## src/rtl/shifter_pkg.sv

```systemverilog
// Shared definitions for the pipelined funnel shifter: mode encodings and the
// funnel-vector builder used by both the datapath and its reference model.
package shifter_pkg;

  localparam logic [1:0] SH_LOGICAL = 2'd0;
  localparam logic [1:0] SH_ARITH   = 2'd1;
  localparam logic [1:0] SH_ROTATE  = 2'd2;

  // Widest datapath the funnel builder supports; callers truncate the result.
  localparam int unsigned FS_MAX_W   = 64;
  localparam int unsigned FS_Z_W     = 2 * FS_MAX_W - 1;
  localparam int unsigned FS_DIDX_W  = $clog2(FS_MAX_W);
  localparam int unsigned FS_ZIDX_W  = $clog2(FS_Z_W);

  // Builds Z (2*width-1 bits, zero-extended) such that result = Z[s +: width],
  // with s = k for right shifts and s = ~k for left shifts.
  function automatic logic [FS_Z_W-1:0] funnel_vec(
    input logic [FS_MAX_W-1:0] data,
    input int unsigned         width,
    input logic                left,
    input logic [1:0]          mode
  );
    logic [FS_Z_W-1:0] z;
    z = '0;
    for (int unsigned b = 0; b < FS_Z_W; b++) begin
      if (b < 2 * width - 1) begin
        if (left) begin
          if (b >= width - 1)
            z[FS_ZIDX_W'(b)] = data[FS_DIDX_W'(b - (width - 1))];
          else if (mode == SH_ROTATE)
            z[FS_ZIDX_W'(b)] = data[FS_DIDX_W'(b + 1)];
        end else begin
          if (b < width)
            z[FS_ZIDX_W'(b)] = data[FS_DIDX_W'(b)];
          else if (mode == SH_ROTATE)
            z[FS_ZIDX_W'(b)] = data[FS_DIDX_W'(b - width)];
          else if (mode == SH_ARITH)
            z[FS_ZIDX_W'(b)] = data[FS_DIDX_W'(width - 1)];
        end
      end
    end
    return z;
  endfunction

endpackage

```

## src/rtl/funnel_shift_stage.sv

```systemverilog
// One registered mux level of the funnel: drops the low STEP bits when the
// current shift bit is set, and forwards the remaining shift bits and tag.
module funnel_shift_stage
  import shifter_pkg::*;
#(
  parameter  int unsigned IN_W  = 15,
  parameter  int unsigned STEP  = 1,
  parameter  int unsigned K_W   = 3,
  parameter  int unsigned TAG_W = 4,
  localparam int unsigned OUT_W = IN_W - STEP,
  localparam int unsigned KO_W  = (K_W > 1) ? K_W - 1 : 1
) (
  input  logic             clk,
  input  logic             rst,
  input  logic             i_en,
  input  logic             i_valid,
  input  logic [IN_W-1:0]  i_vec,
  input  logic [K_W-1:0]   i_k,
  input  logic [TAG_W-1:0] i_tag,
  output logic             o_valid,
  output logic [OUT_W-1:0] o_vec,
  output logic [KO_W-1:0]  o_k,
  output logic [TAG_W-1:0] o_tag
);

  logic             r_valid;
  logic [OUT_W-1:0] r_vec;
  logic [KO_W-1:0]  r_k;
  logic [TAG_W-1:0] r_tag;

  logic [OUT_W-1:0] w_vec;
  logic [KO_W-1:0]  w_k;

  assign w_vec = i_k[0] ? i_vec[IN_W-1:STEP] : i_vec[OUT_W-1:0];
  // The last stage has no remaining shift bits, so its 1-bit k field is always zero.
  assign w_k   = KO_W'(i_k >> 1);

  always_ff @(posedge clk) begin
    if (rst) begin
      r_valid <= 1'b0;
      r_vec   <= '0;
      r_k     <= '0;
      r_tag   <= '0;
    end else if (i_en) begin
      r_valid <= i_valid;
      r_vec   <= w_vec;
      r_k     <= w_k;
      r_tag   <= i_tag;
    end
  end

  assign o_valid = r_valid;
  assign o_vec   = r_vec;
  assign o_k     = r_k;
  assign o_tag   = r_tag;

endmodule

```

## src/rtl/pipelined_funnel_shifter.sv

```systemverilog
// Pipelined funnel shifter: logical/arithmetic/rotate shifts in both directions,
// one registered stage per shift-amount bit, with a global-stall handshake.
module pipelined_funnel_shifter
  import shifter_pkg::*;
#(
  parameter  int unsigned WIDTH   = 8,
  parameter  int unsigned TAG_W   = 4,
  localparam int unsigned SHAMT_W = $clog2(WIDTH)
) (
  input  logic               clk,
  input  logic               rst,
  input  logic               in_valid,
  output logic               in_ready,
  input  logic [WIDTH-1:0]   in_data,
  input  logic [SHAMT_W-1:0] in_k,
  input  logic               in_left,
  input  logic [1:0]         in_mode,
  input  logic [TAG_W-1:0]   in_tag,
  output logic               out_valid,
  input  logic               out_ready,
  output logic [WIDTH-1:0]   out_data,
  output logic [TAG_W-1:0]   out_tag
);

  localparam int unsigned Z_W = 2 * WIDTH - 1;

  logic               w_stall;
  logic               w_accept;
  logic [Z_W-1:0]     w_funnel;
  logic [SHAMT_W-1:0] w_s;
  logic               w_unused_k;

  assign w_stall  = out_valid & ~out_ready;
  assign in_ready = ~w_stall & ~rst;
  assign w_accept = in_valid & in_ready;

  // Left shifts select from the top of the funnel: s = WIDTH-1-k.
  assign w_funnel = Z_W'(funnel_vec(FS_MAX_W'(in_data), WIDTH, in_left, in_mode));
  assign w_s      = in_left ? ~in_k : in_k;

  for (genvar gi = 0; gi < SHAMT_W; gi++) begin : g_stage
    localparam int unsigned STEP = 2 ** gi;
    localparam int unsigned IN_W = 2 * WIDTH - STEP;
    localparam int unsigned K_W  = SHAMT_W - gi;
    localparam int unsigned KO_W = (K_W > 1) ? K_W - 1 : 1;

    logic                 w_in_valid;
    logic [IN_W-1:0]      w_in_vec;
    logic [K_W-1:0]       w_in_k;
    logic [TAG_W-1:0]     w_in_tag;
    logic                 w_valid;
    logic [IN_W-STEP-1:0] w_vec;
    logic [KO_W-1:0]      w_k;
    logic [TAG_W-1:0]     w_tag;

    if (gi == 0) begin : g_head
      assign w_in_valid = w_accept;
      assign w_in_vec   = w_funnel;
      assign w_in_k     = w_s;
      assign w_in_tag   = in_tag;
    end else begin : g_tail
      assign w_in_valid = g_stage[gi-1].w_valid;
      assign w_in_vec   = g_stage[gi-1].w_vec;
      assign w_in_k     = g_stage[gi-1].w_k;
      assign w_in_tag   = g_stage[gi-1].w_tag;
    end

    funnel_shift_stage #(
      .IN_W  (IN_W),
      .STEP  (STEP),
      .K_W   (K_W),
      .TAG_W (TAG_W)
    ) u_stage (
      .clk     (clk),
      .rst     (rst),
      .i_en    (~w_stall),
      .i_valid (w_in_valid),
      .i_vec   (w_in_vec),
      .i_k     (w_in_k),
      .i_tag   (w_in_tag),
      .o_valid (w_valid),
      .o_vec   (w_vec),
      .o_k     (w_k),
      .o_tag   (w_tag)
    );
  end

  assign out_valid  = g_stage[SHAMT_W-1].w_valid;
  assign out_data   = g_stage[SHAMT_W-1].w_vec;
  assign out_tag    = g_stage[SHAMT_W-1].w_tag;
  assign w_unused_k = g_stage[SHAMT_W-1].w_k[0];

endmodule

```

## config.mk

```make
export PLATFORM = sky130hd
export DESIGN_NAME = pipelined_funnel_shifter
export DESIGN_NICKNAME = d
export VERILOG_FILES = /design/src/rtl/shifter_pkg.sv /design/src/rtl/funnel_shift_stage.sv /design/src/rtl/pipelined_funnel_shifter.sv
export SDC_FILE = /design/constraint.sdc
export NUM_CORES = 1
export LEC_CHECK = 0
export ABC_AREA = 0
export ABC_CLOCK_PERIOD_IN_PS = 3860
export CORE_ASPECT_RATIO = 2
export CORE_MARGIN = 4
export CORE_UTILIZATION = 30
export DETAILED_ROUTE_END_ITERATION = 8
export GPL_ROUTABILITY_DRIVEN = 1
export SETUP_SLACK_MARGIN = 0.15
export SYNTH_ARGS = -nofsm -noshare
export SYNTH_HDL_FRONTEND = slang
export SYNTH_SLANG_ARGS = --single-unit
```

## constraint.sdc

```tcl
create_clock -name clk -period 3.86 [get_ports clk]
set_clock_uncertainty 0.2 [all_clocks]
set_input_delay 0.772 -clock clk [delete_from_list [all_inputs] [get_ports clk]]
set_output_delay 0.772 -clock clk [all_outputs]
set_load 0.03 [all_outputs]
```

==> results.cfg, run 1 <==
[power_and_ir_drop]
peakVddDrop_mv = 0.172
power_density_nw_per_um2 = 401
p_leak_nw = 1.11
power.share.combinational = 0.153
p_clk_frac = 0.346
sw_frac_of_total = 0.252
power_w = 0.00120
intPower_w = 0.000898
p_seq_frac = 0.500
power_switching_w = 0.000302

[routing]
drt-vias-per-instance = 5.09
vias = 2090
first_pass_iters = 4
antenna_left = 0
drc = 0
first_iter_violations = 111
wl_per_cell_microns = 13.7
routed_wl_microns = 5640

[synthesis]
synthDistinctLibCells = 42
synthesis.instances = 295
syn-cell-area_sq_um = 2500
async_flop_share = 0
synth_warnings = 0
synth_ff_type = dfxtp_1
syn-num-nets = 317
synth_mux_area_frac = 0.109
avgSynthCellArea_sq_um = 8.47
synth-xor-area-share = 0.0135
synth_seq_cells = 52
synthSimpleGateAreaFrac = 0.173
synthAdderAreaFrac = 0
synth_compound_gate_area_share = 0.226
synth_edf_count = 0
yosysSeqAreaShare = 0.416
synth_top_family_by_area = compound AO/OA/AOI/OAI gates

[clock_network]
htree_levels = 2
clockBufferDepth = 2
cts_buffers = 5
clock-sinks = 52
cts.clk_slew.worst_paths_ns = 0.06
cts_root_buf = clkbuf_16
cts_setup_buffers = 0
clkLatencyLatePin_ns = 0.29
cts_resized = 0
cts_tree = built
ctsHoldBuffers = 0

[worst_setup_path]
cp_num_buf_inv = 2
critPathArrivalTime_ns = 2.15
rrSetupSlack_ns = 2.11
critical_path.most_common_cell = clkdlybuf4s50_1
crit_type = input pin to output pin
rr_endpoint = g_stage[2].u_stage.o_vec[0]$_SDFFE_PP0N_
end_kind = output pin
r2r-start = g_stage[2].u_stage.o_valid$_SDFFE_PP0N_
critical_path.max_fanout = 2
crit_path_max_incr_delay_ns = 0.70
reg2regPathDepth = 4
crit_chain = clkdlybuf4s50_1, nor2b_2, nor2_1, clkdlybuf4s50_1
cpMaxStageDelayCell = clkdlybuf4s50_1
crit_family = buffers and inverters
start_kind = input pin
cp.required_ns = 2.89

[cells_and_area]
syn_to_final_growth_pct = 19.7
layout-drive-gt1-share = 0.0508
layout.nets = 337
design_area_sq_um = 2990
mostFrequentLayoutCells = dfxtp_1, nand2_1, a21oi_1
layout_commonest_cell = dfxtp_1
antenna_cells = 0

[floorplan]
die_h_microns = 137
die_area_sq_um = 9950
die_x_microns = 72.6
core_sq_um = 8060
start_util = 0.310
io_pins = 36
rows = 46

[hold_path]
hp-class = register to register
min_delay_worst_endpoint = g_stage[1].u_stage.o_tag[1]$_SDFFE_PP0N_
holdPathStages = 2
hold_start = g_stage[1].u_stage.o_tag[1]$_SDFFE_PP0N_

[placement]
hpwl_microns = 4040
portBuffers = 35
place_ws_ns = 0.706
dpl_cell_area_sq_um = 2860
routabilityCongestion = 0.870

[global_routing]
grt_pass1_wl_microns = 9430
grt_pass1_vias = 1991
grt_antenna_before_repair = 0
grt_max_degree = 53
grt_usage = 0.121
grt-ovfl-total = 0

[timing]
setup_violations = 0
fmax_ghz = 0.320
rsz0062_at_grt = false
fin_hold_ws_ns = 0.251
fin_crit_ns = 3.12
setup_tns_ns = 0
setup_ws_ns = 0.738
relSlewSlack = 0.459
slew_violations = 0
hold_viol = 0
tightestPinTransition_ns = 0.808
min_period_over_period = 0.809

[run]
cap_viol_max_count = 0

[run_status]
outcome = completed
## area by class of cell
class / instances / area, sq um
inverters: 2 / 7.51
flip-flops and latches: 52 / 1040
multi-input cells: 214 / 1310
clock buffers: 6 / 129
well taps: 96 / 120
repair buffers: 40 / 383
fillers: 873 / 5060
clock inverters: 1 / 5.00
## power groups by stage
stage,Combinational (W),Clock [W],Sequential (W)
after floorplan,0.000119,0,0.000614
after global placement,0.000183,0,0.000612
after detailed placement,0.000184,0,0.000613
after CTS,0.000185,0.000433,0.000601
after global routing,0.000202,0.000448,0.000606
final,0.000184,0.000416,0.000600
## registers in the layout (all words and copies together), names as in the netlist
register	cells
g_stage.u_stage.o_valid	3
g_stage.u_stage.o_vec	34
g_stage.u_stage.o_tag	12
g_stage.u_stage.o_k	3
## worst reg2reg max path, delay by kind of cell, from the launching register on
kind                   cells  cell delay, ns
AOI/OAI and AO/OA          1            0.19
buffers and inverters      1            0.33
DFF                        1            0.34
and+or+nand+nor            2            0.61
## cell usage after synthesis (all sizes together) (2+ instances only)
library cell / number / area [sq um]
clkbuf: 9 / 35.0
o21ai: 4 / 20.0
mux2i: 26 / 260
nor2b: 6 / 37.5
or2: 2 / 12.5
dfxtp: 52 / 1040
nand2b: 5 / 31.3
nor2: 31 / 116
a211o: 6 / 52.6
nand3b: 3 / 22.5
a21oi: 35 / 175
a31oi: 3 / 18.8
nand2: 42 / 158
a311oi: 4 / 35.0
buf: 18 / 114
o211ai: 2 / 15.0
inv: 2 / 7.51
a211oi: 24 / 180
nand3: 4 / 20.0
xnor2: 2 / 17.5
## cell families (layout without fill, tap and decap cells)
| group | count (synthesis) | in the layout |
|---|---|---|
| AND/OR/NAND/NOR | 98 | 98 |
| XOR/XNOR | 3 | 3 |
| buffers and inverters | 29 | 49 |
| flip-flops | 52 | 52 |
| multiplexers | 27 | 27 |
| AO/OA/AOI/OAI | 86 | 86 |
## how the worst max path moves through the flow
stage,startpoint,endpoint,depth (start not counted)
2_1_floorplan,rst,in_ready,3
3_3_place_gp,out_ready,in_ready,4
3_5_place_dp,out_ready,in_ready,4
4_1_cts,out_ready,in_ready,4
5_1_grt,out_ready,in_ready,4
6_report,out_ready,in_ready,4
## metrics by stage
step                      std cells   util
after global placement          404  0.355
after global routing            411  0.371
after CTS                       411  0.371
final                           411  0.371
after detailed placement        404  0.355
after floorplan                 295      -
## routing by layer
layer  track usage  up-vias  wire length (microns)
li1              -     1092                      -
met1         0.133      941                   2270
met2         0.213       44                   2960
met3        0.0169       13                    203
met4        0.0770        0                    206
met5             0        -                      0
Note: power is estimated with default switching activity, not from simulation.
==> run 2, diff against run 1 <==
ABC_CLOCK_PERIOD_IN_PS = 3200   (was 3860)
clock period = 3.2 ns   (was 3.86 ns; I/O delays follow)
==> run 2 against run 1 <==
Effect of this change:
- via count is the same
- global-route usage decreased by 0.16 points
- non-clock buffer count rose by 2
- sequential power is 21% higher
- die area unchanged
- first-iteration DRC count is 17% higher
- critical path type unchanged
- register-to-register slack got worse by 0.67 ns
==> results.cfg, run 2 (same netlist as run 1, synthesis figures left out) <==
[timing]
fin_crit_ns = 2.84
rsz0062_at_grt = false
min_period_over_period = 0.888
fmax_ghz = 0.352
setup_tns_ns = 0
tightestPinTransition_ns = 0.677
slew_violations = 0
relSlewSlack = 0.548
hold_viol = 0
setup_violations = 0

[routing]
first_iter_violations = 130
vias = 2090
antenna_left = 0
routed_wl_microns = 5700
first_pass_iters = 4
drt-vias-per-instance = 5.05
wl_per_cell_microns = 13.8
drc = 0

[global_routing]
grt-ovfl-total = 0
grt_max_degree = 68
grt_usage = 0.120
grt_antenna_before_repair = 0
grt_pass1_vias = 1960
grt_pass1_wl_microns = 9290

[floorplan]
rows = 46
die_h_microns = 137
die_x_microns = 72.6
start_util = 0.310
die_area_sq_um = 9950
core_sq_um = 8060
io_pins = 36

[clock_network]
cts_setup_buffers = 0
cts.clk_slew.worst_paths_ns = 0.06
cts_buffers = 5
ctsHoldBuffers = 0
cts_tree = built
clkLatencyLatePin_ns = 0.29
cts_resized = 0
clockBufferDepth = 2
cts_root_buf = clkbuf_16
htree_levels = 2
clock-sinks = 52

[cells_and_area]
antenna_cells = 0
design_area_sq_um = 3050
layout.nets = 339
syn_to_final_growth_pct = 22.0
layout-drive-gt1-share = 0.0597
largest_reg_flops = 34
fill_cells = 869
layout_commonest_cell = dfxtp_1
mostFrequentLayoutCells = dfxtp_1, nand2_1, a21oi_1

[worst_setup_path]
crit_chain = clkdlybuf4s50_1, nor2b_2, nor2_1, clkdlybuf4s50_1
start_kind = input pin
crit_path_max_incr_delay_ns = 0.70
cp.required_ns = 2.36
crit_family = buffers and inverters
end_kind = output pin
critical_path.max_fanout = 2
cpMaxStageDelayCell = clkdlybuf4s50_1
critPathArrivalTime_ns = 2.00
crit_type = input pin to output pin
critical_path.most_common_cell = clkdlybuf4s50_1
cp_num_buf_inv = 2

[placement]
portBuffers = 35
hpwl_microns = 4090
routabilityCongestion = 0.893
dpl_cell_area_sq_um = 2890

[power_and_ir_drop]
peakVddDrop_mv = 0.222
p_leak_nw = 1.14
power_density_nw_per_um2 = 507

[hold_path]
hp-class = register to register

[run]
cap_viol_max_count = 0

[run_status]
outcome = completed
-- run 2: changes by cell type in the layout (fill, tap and decap cells not counted) --
cell | before | now
buf_4 | 5 | 6
buf_12 | 0 | 1
bufinv_16 | 0 | 1
-- run 2: worst register-to-register path: cells and delay by family (launching register included) --
family,cells,cell delay (ns)
buffers and inverters,1,0.24
AND/OR/NAND/NOR,1,0.17
AO/OA/AOI/OAI,3,0.69
flip-flops,1,0.34
-- run 2: through the flow --
stage | utilization | total power, W | std cells | hold slack, ns | setup slack, ns
after floorplan | - | 0.000885 | 295 | 0.232 | 0.934
after global placement | 0.358 | 0.000962 | 406 | 0.238 | 0.324
after detailed placement | 0.358 | 0.000966 | 406 | 0.243 | 0.333
after CTS | 0.379 | 0.00157 | 414 | 0.253 | 0.327
after global routing | 0.379 | 0.00161 | 414 | 0.274 | 0.301
final | 0.379 | 0.00155 | 414 | 0.253 | 0.359
-- run 2: cell type report --
cell class / count / area, sq um / share of cell area
multi-input cells: 214 / 1310 / 0.429
flip-flops and latches: 52 / 1040 / 0.341
clock buffers: 6 / 129 / 0.0422
clock inverters: 2 / 35.0 / 0.0115
inverters: 2 / 7.51 / 0.00246
repair buffers: 42 / 410 / 0.135
well taps: 96 / 120 / 0.0394
-- run 2: power by group --
| part | switching [W] | leakage (nW) | internal (W) |
|---|---|---|---|
| Clock | 0.000229 | 0.0808 | 0.000368 |
| Sequential | 0.0000335 | 0.428 | 0.000691 |
| Combinational | 0.000115 | 0.634 | 0.000110 |
-- run 2: final timing paths --
| kind | depth (start not counted) | slack, ns | start | endpoint |
|---|---|---|---|---|
| worst max-delay path | 4 | 0.36 | out_ready | in_ready |
| worst min-delay path | 2 | 0.25 | g_stage[1].u_stage.o_valid$_SDFFE_PP0N_ | g_stage[1].u_stage.o_valid$_SDFFE_PP0N_ |
| worst max register to register | 5 | 1.44 | g_stage[2].u_stage.o_valid$_SDFFE_PP0N_ | g_stage[0].u_stage.o_vec[9]$_SDFFE_PP0N_ |
| worst min register to register | 2 | 0.25 | g_stage[1].u_stage.o_valid$_SDFFE_PP0N_ | g_stage[1].u_stage.o_valid$_SDFFE_PP0N_ |
-- run 2: per-layer routing --
| metal | wire [microns] | global-route usage | share of wire | vias to the layer above |
|---|---|---|---|---|
| li1 | - | - | - | 1091 |
| met1 | 2160 | 0.127 | 0.38 | 933 |
| met2 | 3090 | 0.214 | 0.54 | 53 |
| met3 | 214 | 0.0184 | 0.038 | 13 |
| met4 | 226 | 0.0770 | 0.040 | 0 |
| met5 | 0 | 0 | 0 | - |
